[src/rtl/multicycle_cu.sv]
// Multi-cycle RV32I control unit: Moore FSM sequencing fetch, decode and
// execute phases over a shared memory/ALU datapath, with a sticky trap state.
module multicycle_cu #(
    parameter bit          ENABLE_BNE = 1'b1,
    parameter bit          ENABLE_JAL = 1'b1,
    parameter int unsigned ALUC_W     = 3
) (
    input  logic              clk,
    input  logic              rst_n,
    input  logic [6:0]        opcode,
    input  logic [2:0]        fun3,
    input  logic              fun7,
    input  logic              zero,
    input  logic              mem_ready,
    output logic              pc_write,
    output logic              adr_src,
    output logic              mem_write,
    output logic              ir_write,
    output logic              reg_write,
    output logic [1:0]        result_src,
    output logic [1:0]        alu_src_a,
    output logic [1:0]        alu_src_b,
    output logic [1:0]        imm_src,
    output logic [ALUC_W-1:0] alu_control,
    output logic [3:0]        state_o,
    output logic              instr_done,
    output logic              illegal
);

    localparam logic [6:0] OP_LOAD   = 7'b0000011;
    localparam logic [6:0] OP_STORE  = 7'b0100011;
    localparam logic [6:0] OP_RTYPE  = 7'b0110011;
    localparam logic [6:0] OP_ITYPE  = 7'b0010011;
    localparam logic [6:0] OP_JAL    = 7'b1101111;
    localparam logic [6:0] OP_BRANCH = 7'b1100011;

    localparam logic [2:0] F3_BEQ = 3'b000;
    localparam logic [2:0] F3_BNE = 3'b001;

    typedef enum logic [3:0] {
        S_FETCH    = 4'd0,
        S_DECODE   = 4'd1,
        S_MEMADR   = 4'd2,
        S_MEMREAD  = 4'd3,
        S_MEMWB    = 4'd4,
        S_MEMWRITE = 4'd5,
        S_EXECR    = 4'd6,
        S_ALUWB    = 4'd7,
        S_EXECI    = 4'd8,
        S_JAL      = 4'd9,
        S_BRANCH   = 4'd10,
        S_TRAP     = 4'd11
    } state_t;

    state_t     state;
    state_t     state_nxt;
    logic       pc_write_raw;
    logic       mem_write_raw;
    logic       ir_write_raw;
    logic       reg_write_raw;
    logic       done_raw;
    logic       branch_taken;
    logic [1:0] aluop;
    logic [2:0] alu_ctl;

    // State register; reset may land mid-instruction and always returns to FETCH.
    always_ff @(posedge clk) begin
        if (!rst_n) begin
            state <= S_FETCH;
        end else begin
            state <= state_nxt;
        end
    end

    assign branch_taken = ((fun3 == F3_BEQ) && zero) || ((fun3 == F3_BNE) && !zero);

    // Next-state and datapath controls.
    always_comb begin
        state_nxt     = state;
        pc_write_raw  = 1'b0;
        mem_write_raw = 1'b0;
        ir_write_raw  = 1'b0;
        reg_write_raw = 1'b0;
        done_raw      = 1'b0;
        adr_src       = 1'b0;
        result_src    = 2'b00;
        alu_src_a     = 2'b00;
        alu_src_b     = 2'b00;
        imm_src       = 2'b00;
        aluop         = 2'b00;

        case (state)
            S_FETCH: begin
                alu_src_b  = 2'b10;
                result_src = 2'b10;
                if (mem_ready) begin
                    ir_write_raw = 1'b1;
                    pc_write_raw = 1'b1;
                    state_nxt    = S_DECODE;
                end
            end
            S_DECODE: begin
                alu_src_a = 2'b01;
                alu_src_b = 2'b01;
                imm_src   = 2'b10;
                case (opcode)
                    OP_LOAD, OP_STORE: state_nxt = S_MEMADR;
                    OP_RTYPE:          state_nxt = S_EXECR;
                    OP_ITYPE:          state_nxt = S_EXECI;
                    OP_JAL:            state_nxt = ENABLE_JAL ? S_JAL : S_TRAP;
                    OP_BRANCH: begin
                        if ((fun3 == F3_BEQ) || (ENABLE_BNE && (fun3 == F3_BNE))) begin
                            state_nxt = S_BRANCH;
                        end else begin
                            state_nxt = S_TRAP;
                        end
                    end
                    default:           state_nxt = S_TRAP;
                endcase
            end
            S_MEMADR: begin
                alu_src_a = 2'b10;
                alu_src_b = 2'b01;
                if (opcode == OP_STORE) begin
                    imm_src   = 2'b01;
                    state_nxt = S_MEMWRITE;
                end else begin
                    state_nxt = S_MEMREAD;
                end
            end
            S_MEMREAD: begin
                adr_src = 1'b1;
                if (mem_ready) begin
                    state_nxt = S_MEMWB;
                end
            end
            S_MEMWB: begin
                result_src    = 2'b01;
                reg_write_raw = 1'b1;
                done_raw      = 1'b1;
                state_nxt     = S_FETCH;
            end
            S_MEMWRITE: begin
                adr_src       = 1'b1;
                mem_write_raw = 1'b1;
                if (mem_ready) begin
                    done_raw  = 1'b1;
                    state_nxt = S_FETCH;
                end
            end
            S_EXECR: begin
                alu_src_a = 2'b10;
                aluop     = 2'b10;
                state_nxt = S_ALUWB;
            end
            S_EXECI: begin
                alu_src_a = 2'b10;
                alu_src_b = 2'b01;
                aluop     = 2'b10;
                state_nxt = S_ALUWB;
            end
            S_ALUWB: begin
                reg_write_raw = 1'b1;
                done_raw      = 1'b1;
                state_nxt     = S_FETCH;
            end
            S_JAL: begin
                alu_src_a    = 2'b01;
                alu_src_b    = 2'b10;
                imm_src      = 2'b11;
                pc_write_raw = 1'b1;
                state_nxt    = S_ALUWB;
            end
            S_BRANCH: begin
                alu_src_a    = 2'b10;
                aluop        = 2'b01;
                pc_write_raw = branch_taken;
                done_raw     = 1'b1;
                state_nxt    = S_FETCH;
            end
            S_TRAP: begin
                state_nxt = S_TRAP;
            end
            default: begin
                state_nxt = S_TRAP;
            end
        endcase
    end

    // ALU operation decode; only addi-style ops ignore fun7 since opcode[5] is 0.
    always_comb begin
        alu_ctl = 3'b000;
        case (aluop)
            2'b01: alu_ctl = 3'b001;
            2'b10: begin
                case (fun3)
                    3'b000:  alu_ctl = ({opcode[5], fun7} == 2'b11) ? 3'b001 : 3'b000;
                    3'b010:  alu_ctl = 3'b101;
                    3'b110:  alu_ctl = 3'b011;
                    3'b111:  alu_ctl = 3'b010;
                    default: alu_ctl = 3'b000;
                endcase
            end
            default: alu_ctl = 3'b000;
        endcase
    end

    assign alu_control = ALUC_W'(alu_ctl);
    assign state_o     = state;

    // Strobes are forced low during any reset cycle.
    assign pc_write   = pc_write_raw & rst_n;
    assign mem_write  = mem_write_raw & rst_n;
    assign ir_write   = ir_write_raw & rst_n;
    assign reg_write  = reg_write_raw & rst_n;
    assign instr_done = done_raw & rst_n;
    assign illegal    = (state == S_TRAP) & rst_n;

endmodule
[config.mk]
export PLATFORM = sky130hd
export DESIGN_NAME = multicycle_cu
export DESIGN_NICKNAME = d
export VERILOG_FILES = /design/src/rtl/multicycle_cu.sv
export SDC_FILE = /design/constraint.sdc
export NUM_CORES = 1
export LEC_CHECK = 0
export ABC_CLOCK_PERIOD_IN_PS = 4200
export BUFFER_PORTS_ARGS = -buffer_cell sky130_fd_sc_hd__buf_2
export CAP_MARGIN = 20
export CORE_MARGIN = 8
export CORE_UTILIZATION = 44
export CTS_CLUSTER_SIZE = 10
export DETAILED_ROUTE_END_ITERATION = 16
export PLACE_DENSITY = 0.77
export SLEW_MARGIN = 20
export SYNTH_ARGS = -nofsm -noshare
export SYNTH_HDL_FRONTEND = slang
export SYNTH_SLANG_ARGS = --single-unit
[constraint.sdc]
create_clock -name clk -period 4.2 [get_ports clk]
set_input_delay 0.84 -clock clk [delete_from_list [all_inputs] [get_ports clk]]
set_output_delay 0.84 -clock clk [all_outputs]
set_load 0.1 [all_outputs]
==> results of run 1 <==
==> how the worst max path moves through the flow <==
| stage | from | to | slack (ps) |
|---|---|---|---|
| floorplan | state_o[1] | ir_write | -370 |
| global placement | opcode[2] | imm_src[0] | 770 |
| detailed placement | opcode[2] | imm_src[0] | 770 |
| CTS | opcode[2] | imm_src[0] | 760 |
| global route | state_o[1] | alu_control[2] | 610 |
| finish | state_o[1] | alu_control[2] | 750 |
==> kinds of logic after synthesis <==
| family | count (synthesis) | share of synthesized area (%) |
|---|---|---|
| adders and majority gates | 2 | 3.23 |
| muxes | 2 | 2.75 |
| xor gates and xnor gates | 4 | 4.52 |
| DFF | 4 | 10.3 |
| and+or+nand+nor | 54 | 38.9 |
| buffers and inverters | 17 | 15.8 |
| AOI/OAI and AO/OA | 28 | 24.4 |
==> layout make-up <==
| type | count | area [um2] | area share [%] |
|---|---|---|---|
| clock buffer | 3 | 22.5 | 2.30 |
| inverter | 7 | 26.3 | 2.68 |
| multi-input combinational | 90 | 634 | 64.8 |
| sequential | 4 | 80.1 | 8.17 |
| tap | 17 | 21.3 | 2.17 |
| timing repair buffer | 38 | 195 | 19.9 |
==> through the flow <==
stage / cell area [um2] / cells / setup TNS [ps] / util (%)
after floorplan: 837 / 111 / -373 / -
after CTS: 980 / 159 / 0 / 58.0
after global routing: 980 / 159 / 0 / 58.0
after detailed placement: 957 / 156 / 0 / 56.7
final: 980 / 159 / 0 / 58.0
after global placement: 957 / 156 / 0 / 56.7
==> critical path: cells and delay by family, from the launching register on <==
family | cells | cell delay (ps)
flops | 1 | 830
simple gates | 3 | 550
buf+inv | 1 | 460
fa+ha+maj | 1 | 330
compound gates | 1 | 190
==> metal layers <==
layer | GRT usage, % | vias up | part of all wire [%]
met3 | 3.31 | 10 | 6.6
met1 | 17.1 | 456 | 42
met5 | 0 | - | 0
met2 | 26.9 | 51 | 48
met4 | 7.69 | 0 | 2.6
li1 | - | 469 | -
==> cell usage after synthesis, drive strengths merged, types with 2 or more instances <==
library cell,count
o21ai,7
nor3,8
ha,2
nand2b,8
a31oi,3
inv,7
a21oi,4
nor2,10
o211ai,3
nand3b,2
a41oi,2
nor4,3
or4,3
dfxtp,4
and3,2
nand2,8
and2,2
clkbuf,8
nor3b,2
buf,2
xor2,3
==> impl_results.md, run 1 <==
- Ant. Diodes: 0
- Initial DRT Pass Iterations: 4
- Area contributors post-synth: dfxtp_1 (10%), clkbuf_8 (8.9%), nand2b_1 (6.5%), nor3_1 (5.2%), nor2_1 (4.8%)
- CP Launch Type: flop
- Maxcap violations: 0
- CTS root buf: clkbuf_4
- Final #Nets: 161
- RR Endpoint: state_o[3]
- Num CTS Buffers: 3
- CTS tree: yes
- PostCTS Resize Cnt: 0
- Reg clk slew, reported paths: 40 ps
- Hold_buf cts: 0
- Drt first-iter violations: 40
- Arr. time, crit path: 2610 ps
- Syn_nets: 128
- Kind of end point of the critical path: output pin
- GRT Total Usage: 15.4%
- Most common cell after layout, fill and taps aside: buf_2
- WHS Path Cells: 3
- Slew Limit Fails: 0
- Fillers: 170
- Clock buffer depth: 2
- DIE AREA: 0.00336 mm2
- Routed via count: 986
- Number of synthesized flops with an enable pin: 0
- Rel. slew slack: 46.3%
- Min setup slack post-route: 747 ps
- RSZ-0062 raised after global routing: false
- R2r startpoint: state_o[0]
- Period utilization: 82.2%
- Ys async rst share: 0%
- CP required: 3360 ps
- Synth Flop Type: dfxtp_1
- Mapped Area: 774 um2
- Final GP Congestion: 0.877
- Clock Sinks: 4
- Fin crit period: 3450 ps
- R2R cell count: 4
- DR vias/cell: 6.20
- Synth cell types: 43
- Cell taking the most area after synthesis: dfxtp_1
- Routed length per instance: 16.0 um
- Setup Viol. Count Final: 0
- Setup bufs post-CTS: 0
- Cells along the critical path: nor2b_1, nand2_1, a21oi_1, ha_1, nor4_4, buf_2
- Synth Warn #: 0
- Die boundary height: 58.0 um
- Fmax achieved: 0.290 GHz
- Worst Hold Margin: 828 ps
- Max FO, Critical Path: 22
- Die width: 58.0 um
- Status: finished clean
- First-pass GRT wire length: 4320 um
- Gate Count Post-Synth: 111
- Clock latency on the worst-skew pair: 230 ps
- IO Pins: 37
- Vias in the first global route: 1,010
- Max reg flops: 4
- Crit Path Category: flop to output pin
- Port bufs: 36
- Antenna viol nets, final: 0
- GRT Residual Overflow: 0
- Share of the synthesized area in the top cell type: 10.3%
- Worst hold path type: flop to flop
- Initial Util: 45.9%
- Final WL: 2540 um
- Syn_area_per_cell: 6.98 um2
- Area grow syn2layout: 26.5%
- Core region area: 0.00169 mm2
- DR DRC count: 0
- Layout cell share with drive strength beyond 1: 38.0%
- Hold Fails Final Rpt: 0
- Critical path's slowest cell: dfxtp_1
- FF-to-FF setup slack: 2220 ps
- Antenna violations before repair: 0
- CP max stage delay: 830 ps
- Worst Tran Pin Value: 805 ps
- Clock skew: 1.38 ps
- Hold EP: state_o[3]
- Rows: 15
- Most frequent cells in the layout: buf_2 (36), nor2_1 (10), nand2_1 (8), nand2b_1 (8), inv_1 (7)
- Register area share after synthesis: 10.3%
- Hold_sp: state_o[2]
- Largest net degree at the start of global routing: 24
- Synthesized flop and latch total: 4
- Total number of H-tree levels: 1
- Worst slack, placed: 767 ps
- Detailed Place HPWL: 1940 um
Power of run 1 is not shown: default switching activity piles up to over one toggle a cycle in this logic, so the estimate is an artifact.
==> run 2, diff against run 1 <==
ABC_CLOCK_PERIOD_IN_PS = 2950   (was 4200)
CORE_UTILIZATION = 41   (was 44)
PLACE_DENSITY = 0.75   (was 0.77)
clock period = 2.95 ns   (was 4.2 ns; I/O delays follow)
==> impl_results.md, run 2 (same netlist as run 1, synthesis figures left out) <==
- Status: finished clean
- Initial Util: 44.4%
- Antenna viol nets, final: 0
- First-pass GRT wire length: 4180 um
- Final Util: 62.8%
- Cell Area, Placed: 0.00107 mm2
- Routed via count: 927
- Worst hold path type: primary input to flop
- Worst Tran Pin Value: 492 ps
- Cells along the critical path: buf_2, or4_4, or4_1, a21oi_2, buf_12
- CP max stage delay: 550 ps
- Finished Cell Area: 0.00110 mm2
- Num CTS Buffers: 3
- Hold Fails Final Rpt: 0
- Vias in the first global route: 963
- Most common cell after layout, fill and taps aside: buf_2
- Slew Limit Fails: 0
- Layout cell share with drive strength beyond 1: 47.1%
- Crit Path Category: primary input to output pin
- Die boundary height: 59.5 um
- Placed insts: 162
- Critical path's slowest cell: or4_4
- Final #Nets: 159
- Die width: 59.5 um
- Arr. time, crit path: 2190 ps
- Routed length per instance: 14.4 um
- Clock skew: 0.181 ps
- Fin crit period: 2780 ps
- CP required: 2360 ps
- DR DRC count: 0
- CTS root buf: clkbuf_4
- Most frequent cells in the layout: buf_2 (34), nor2_1 (8), nand2b_1 (8), nand2_1 (7), inv_1 (7)
- Final GP Congestion: 0.880
- Non-Filler Instances: 165
- Rows: 15
- Hold_buf cts: 0
- IO Pins: 37
- DR vias/cell: 5.62
- Initial DRT Pass Iterations: 4
- Max FO, Critical Path: 4
- Antenna violations before repair: 0
- CTS tree: yes
- Largest net degree at the start of global routing: 25
- Ant. Diodes: 0
- GRT Total Usage: 14.5%
- Period utilization: 94.3%
- Total number of H-tree levels: 1
- Detailed Place HPWL: 1900 um
- Fmax achieved: 0.360 GHz
- Drt first-iter violations: 18
- GRT Residual Overflow: 0
- CP Launch Type: primary input
- Area grow syn2layout: 41.5%
- Kind of end point of the critical path: output pin
- Setup Viol. Count Final: 0
- Port bufs: 36
- RSZ-0062 raised after global routing: false
- Rel. slew slack: 67.4%
- Clock buffer depth: 2
- PostCTS Resize Cnt: 0
- Maxcap violations: 0
- Clock latency on the worst-skew pair: 230 ps
- DIE AREA: 0.00354 mm2
- Final WL: 2380 um
- Clock Sinks: 4
- Max reg flops: 4
- Core region area: 0.00175 mm2
- Reg clk slew, reported paths: 40 ps
- Setup bufs post-CTS: 0
-- run 2: changes by cell type in the layout (fill, tap and decap cells not counted), moves of 3 or more --
cell	change
a21oi_1	-3
dfxtp_1	-4
nor3_2	-3
nor3_4	+3
dfxtp_4	+4
-- run 2: path summary, 6_finish.rpt --
check / start / cells past startpoint / to / slack (ps)
hold reg to reg: state_o[1] / 2 / state_o[3] / 710
setup / recovery: opcode[2] / 5 / imm_src[0] / 170
setup reg to reg: state_o[1] / 4 / state_o[0] / 1380
hold / removal: rst_n / 3 / state_o[0] / 660
-- run 2: stage by stage --
step | setup slack, ps | hold slack (ps) | TNS, ps
3_3_place_gp | 190 | 696 | 0
3_5_place_dp | 184 | 705 | 0
6_report | 169 | 662 | 0
4_1_cts | 164 | 659 | 0
2_1_floorplan | -146 | 803 | -276
5_1_grt | 84.9 | 670 | 0
-- run 2: layout make-up --
cell class	count	area (um2)
Clock buffer	3	22.5
Fill cell	169	649
Inverter	7	26.3
Multi-Input combinational cell	90	711
Sequential cell	4	95.1
Tap cell	25	31.3
Timing Repair Buffer	36	210
-- run 2: routing by layer --
layer	up-vias	wire (um)	global-route usage [%]	share of wire, %
met2	24	1290	27.3	54
met5	-	0	0	0
li1	469	-	-	-
met1	434	1000	15.6	42
met4	0	0	4.78	0
met3	0	91	2.82	3.8
-- run 2: critical path: cells and delay by family --
kind | cells | cell delay [ps]
AO/OA/AOI/OAI | 1 | 210
buffers and inverters | 2 | 310
AND/OR/NAND/NOR | 2 | 1070
Power of run 2 is left out for the same reason.
==> run 3, diff against run 2 <==
ABC_AREA = 1   (was unset)
CORE_MARGIN = 4   (was 8)
CORE_UTILIZATION = 29   (was 41)
PLACE_DENSITY = unset   (was 0.75)
==> impl_results.md, run 3 <==
- Status: finished clean
- Share of the synthesized area in the top cell type: 24.5%
- CP Launch Type: flop
- Ys async rst share: 0%
- Area grow syn2layout: 57.7%
- Clock skew: 5.15 ps
- Antenna violations before repair: 0
- Final WL: 2100 um
- Die width: 53.9 um
- WHS Path Cells: 2
- Drt first-iter violations: 14
- Hold Fails Final Rpt: 0
- R2R cell count: 6
- PostCTS Resize Cnt: 0
- Arr. time, crit path: 2050 ps
- Synth cell types: 19
- CP required: 2360 ps
- DR vias/cell: 4.73
- Cell Area, Placed: 942 um2
- Clock buffer depth: 2
- Detailed Place HPWL: 1860 um
- GRT busiest layer: met2
- Worst Tran Pin Value: 490 ps
- DIE AREA: 0.00291 mm2
- Synthesized flop and latch total: 4
- Maxcap violations: 0
- CP max stage delay: 470 ps
- GRT Total Usage: 16.0%
- Num CTS Buffers: 3
- Non-Filler Instances: 187
- Die boundary height: 53.9 um
- Fmax achieved: 0.378 GHz
- Leading cell types by count after synthesis: nand2_1 (40), inv_1 (25), nor2_1 (15), nand3_1 (7), o21ai_0 (6)
- Slew Limit Fails: 0
- Hold_buf cts: 0
- Core region area: 0.00198 mm2
- Placed insts: 184
- Number of synthesized flops with an enable pin: 0
- FF-to-FF setup slack: 1610 ps
- RR Endpoint: state_o[1]
- Vias in the first global route: 840
- Rel. slew slack: 67.6%
- Cell taking the most area after synthesis: nand2_1
- CTS tree: yes
- Largest net degree at the start of global routing: 9
- Mapped Area: 612 um2
- Period utilization: 89.6%
- Worst path top cell family by delay: simple AND/OR/NAND/NOR gates
- Most common cell in the netlist: nand2_1
- Finished Cell Area: 965 um2
- Final #Nets: 179
- R2r startpoint: state_o[2]
- Routed length per instance: 11.2 um
- Antenna viol nets, final: 0
- Kind of end point of the critical path: output pin
- Fin crit period: 2640 ps
- Routed via count: 884
- Syn_nets: 138
- RSZ-0062 raised after global routing: false
- Ant. Diodes: 0
- M1 GR Usage: 18.9%
- IO Pins: 37
- Reg clk slew, reported paths: 40 ps
- Setup bufs post-CTS: 0
- Hold EP: state_o[3]
- Most common cell after layout, fill and taps aside: nand2_1
- DR DRC count: 0
- Cells along the critical path: inv_1, nor2_1, nand2_1, nand2_1, ha_4, inv_1, nor4_4, buf_2
- GR Util met2: 30.4%
- Clock latency on the worst-skew pair: 240 ps
- Crit. Startpoint: state_o[2]
- GRT Residual Overflow: 0
- Synth Warn #: 0
- Synth Flop Type: dfxtp_1
- Clock Sinks: 4
- Initial DRT Pass Iterations: 4
- CTS root buf: clkbuf_4
- Critical path's slowest cell: buf_2
- Max FO, Critical Path: 6
- Max reg flops: 4
- Hold_sp: state_o[3]
- Area contributors post-synth: nand2_1 (25%), inv_1 (15%), dfxtp_1 (13%), nor2_1 (9.2%), nand3_1 (5.7%)
- Port bufs: 36
- Rows: 16
- First-pass GRT wire length: 3460 um
- Buffer and inverter count on the worst path: 3
- GR Util met3: 3.60%
- Layout cell share with drive strength beyond 1: 40.6%
- Initial Util: 30.9%
- Total number of H-tree levels: 1
- Worst hold path type: flop to flop
- Setup Viol. Count Final: 0
- Syn_area_per_cell: 5.06 um2
- Gate Count Post-Synth: 121
- Register area share after synthesis: 13.1%
- Setup total negative slack: 0 ps
- Most frequent cells in the layout: nand2_1 (39), buf_2 (36), inv_1 (21), nor2_1 (13), nand3_1 (7)
- Crit Path Category: flop to output pin
- Final GP Congestion: 0.838
==> run 3: routing by layer <==
metal | wire (um) | vias to the layer above
met5 | 0 | -
met4 | 0 | 0
met3 | 130 | 0
met1 | 843 | 396
met2 | 1130 | 31
li1 | - | 457
==> run 3: kinds of logic (layout without fill, tap and decap cells) <==
| logic type | count (synthesis) | after routing | share of synthesized area, % |
|---|---|---|---|
| adder cells (fa/ha/maj) | 2 | 2 | 4.09 |
| AND/OR/NAND/NOR | 75 | 75 | 53.0 |
| XOR/XNOR | 1 | 1 | 1.43 |
| buffers and inverters | 25 | 64 | 15.3 |
| AO/OA/AOI/OAI | 14 | 14 | 13.1 |
| flip-flops | 4 | 4 | 13.1 |
==> run 3: layout make-up <==
| class | instances | area, um2 |
|---|---|---|
| inverter | 25 | 97.6 |
| timing repair buffer | 36 | 180 |
| multi-input combinational | 92 | 536 |
| clock buffer | 3 | 22.5 |
| fill | 231 | 1020 |
| tap | 27 | 33.8 |
| sequential | 4 | 95.1 |
==> run 3: through the flow <==
step                hold slack [ps]  setup WS (ps)  util, %
floorplan                       689          -9.03        -
global placement                605            588     47.5
detailed placement              583            562     47.5
CTS                             593            300     48.7
global route                    614            188     48.7
finish                          597            307     48.7
==> run 3: how the worst max path moves through the flow <==
| stage | depth (start not counted) | slack [ps] | to |
|---|---|---|---|
| 2_1_floorplan | 2 | -9 | result_src[0] |
| 5_1_grt | 7 | 190 | alu_control[2] |
| 6_report | 8 | 310 | alu_control[1] |
| 3_3_place_gp | 8 | 590 | alu_control[2] |
| 3_5_place_dp | 8 | 560 | alu_control[2] |
| 4_1_cts | 8 | 300 | alu_control[2] |
==> run 3: worst min-delay path, stage by stage, from the launching register on <==
cell,delay [ps]
dfxtp_4,350
o21ai_0,120
a21oi_1,80
Power of run 3 is left out for the same reason.
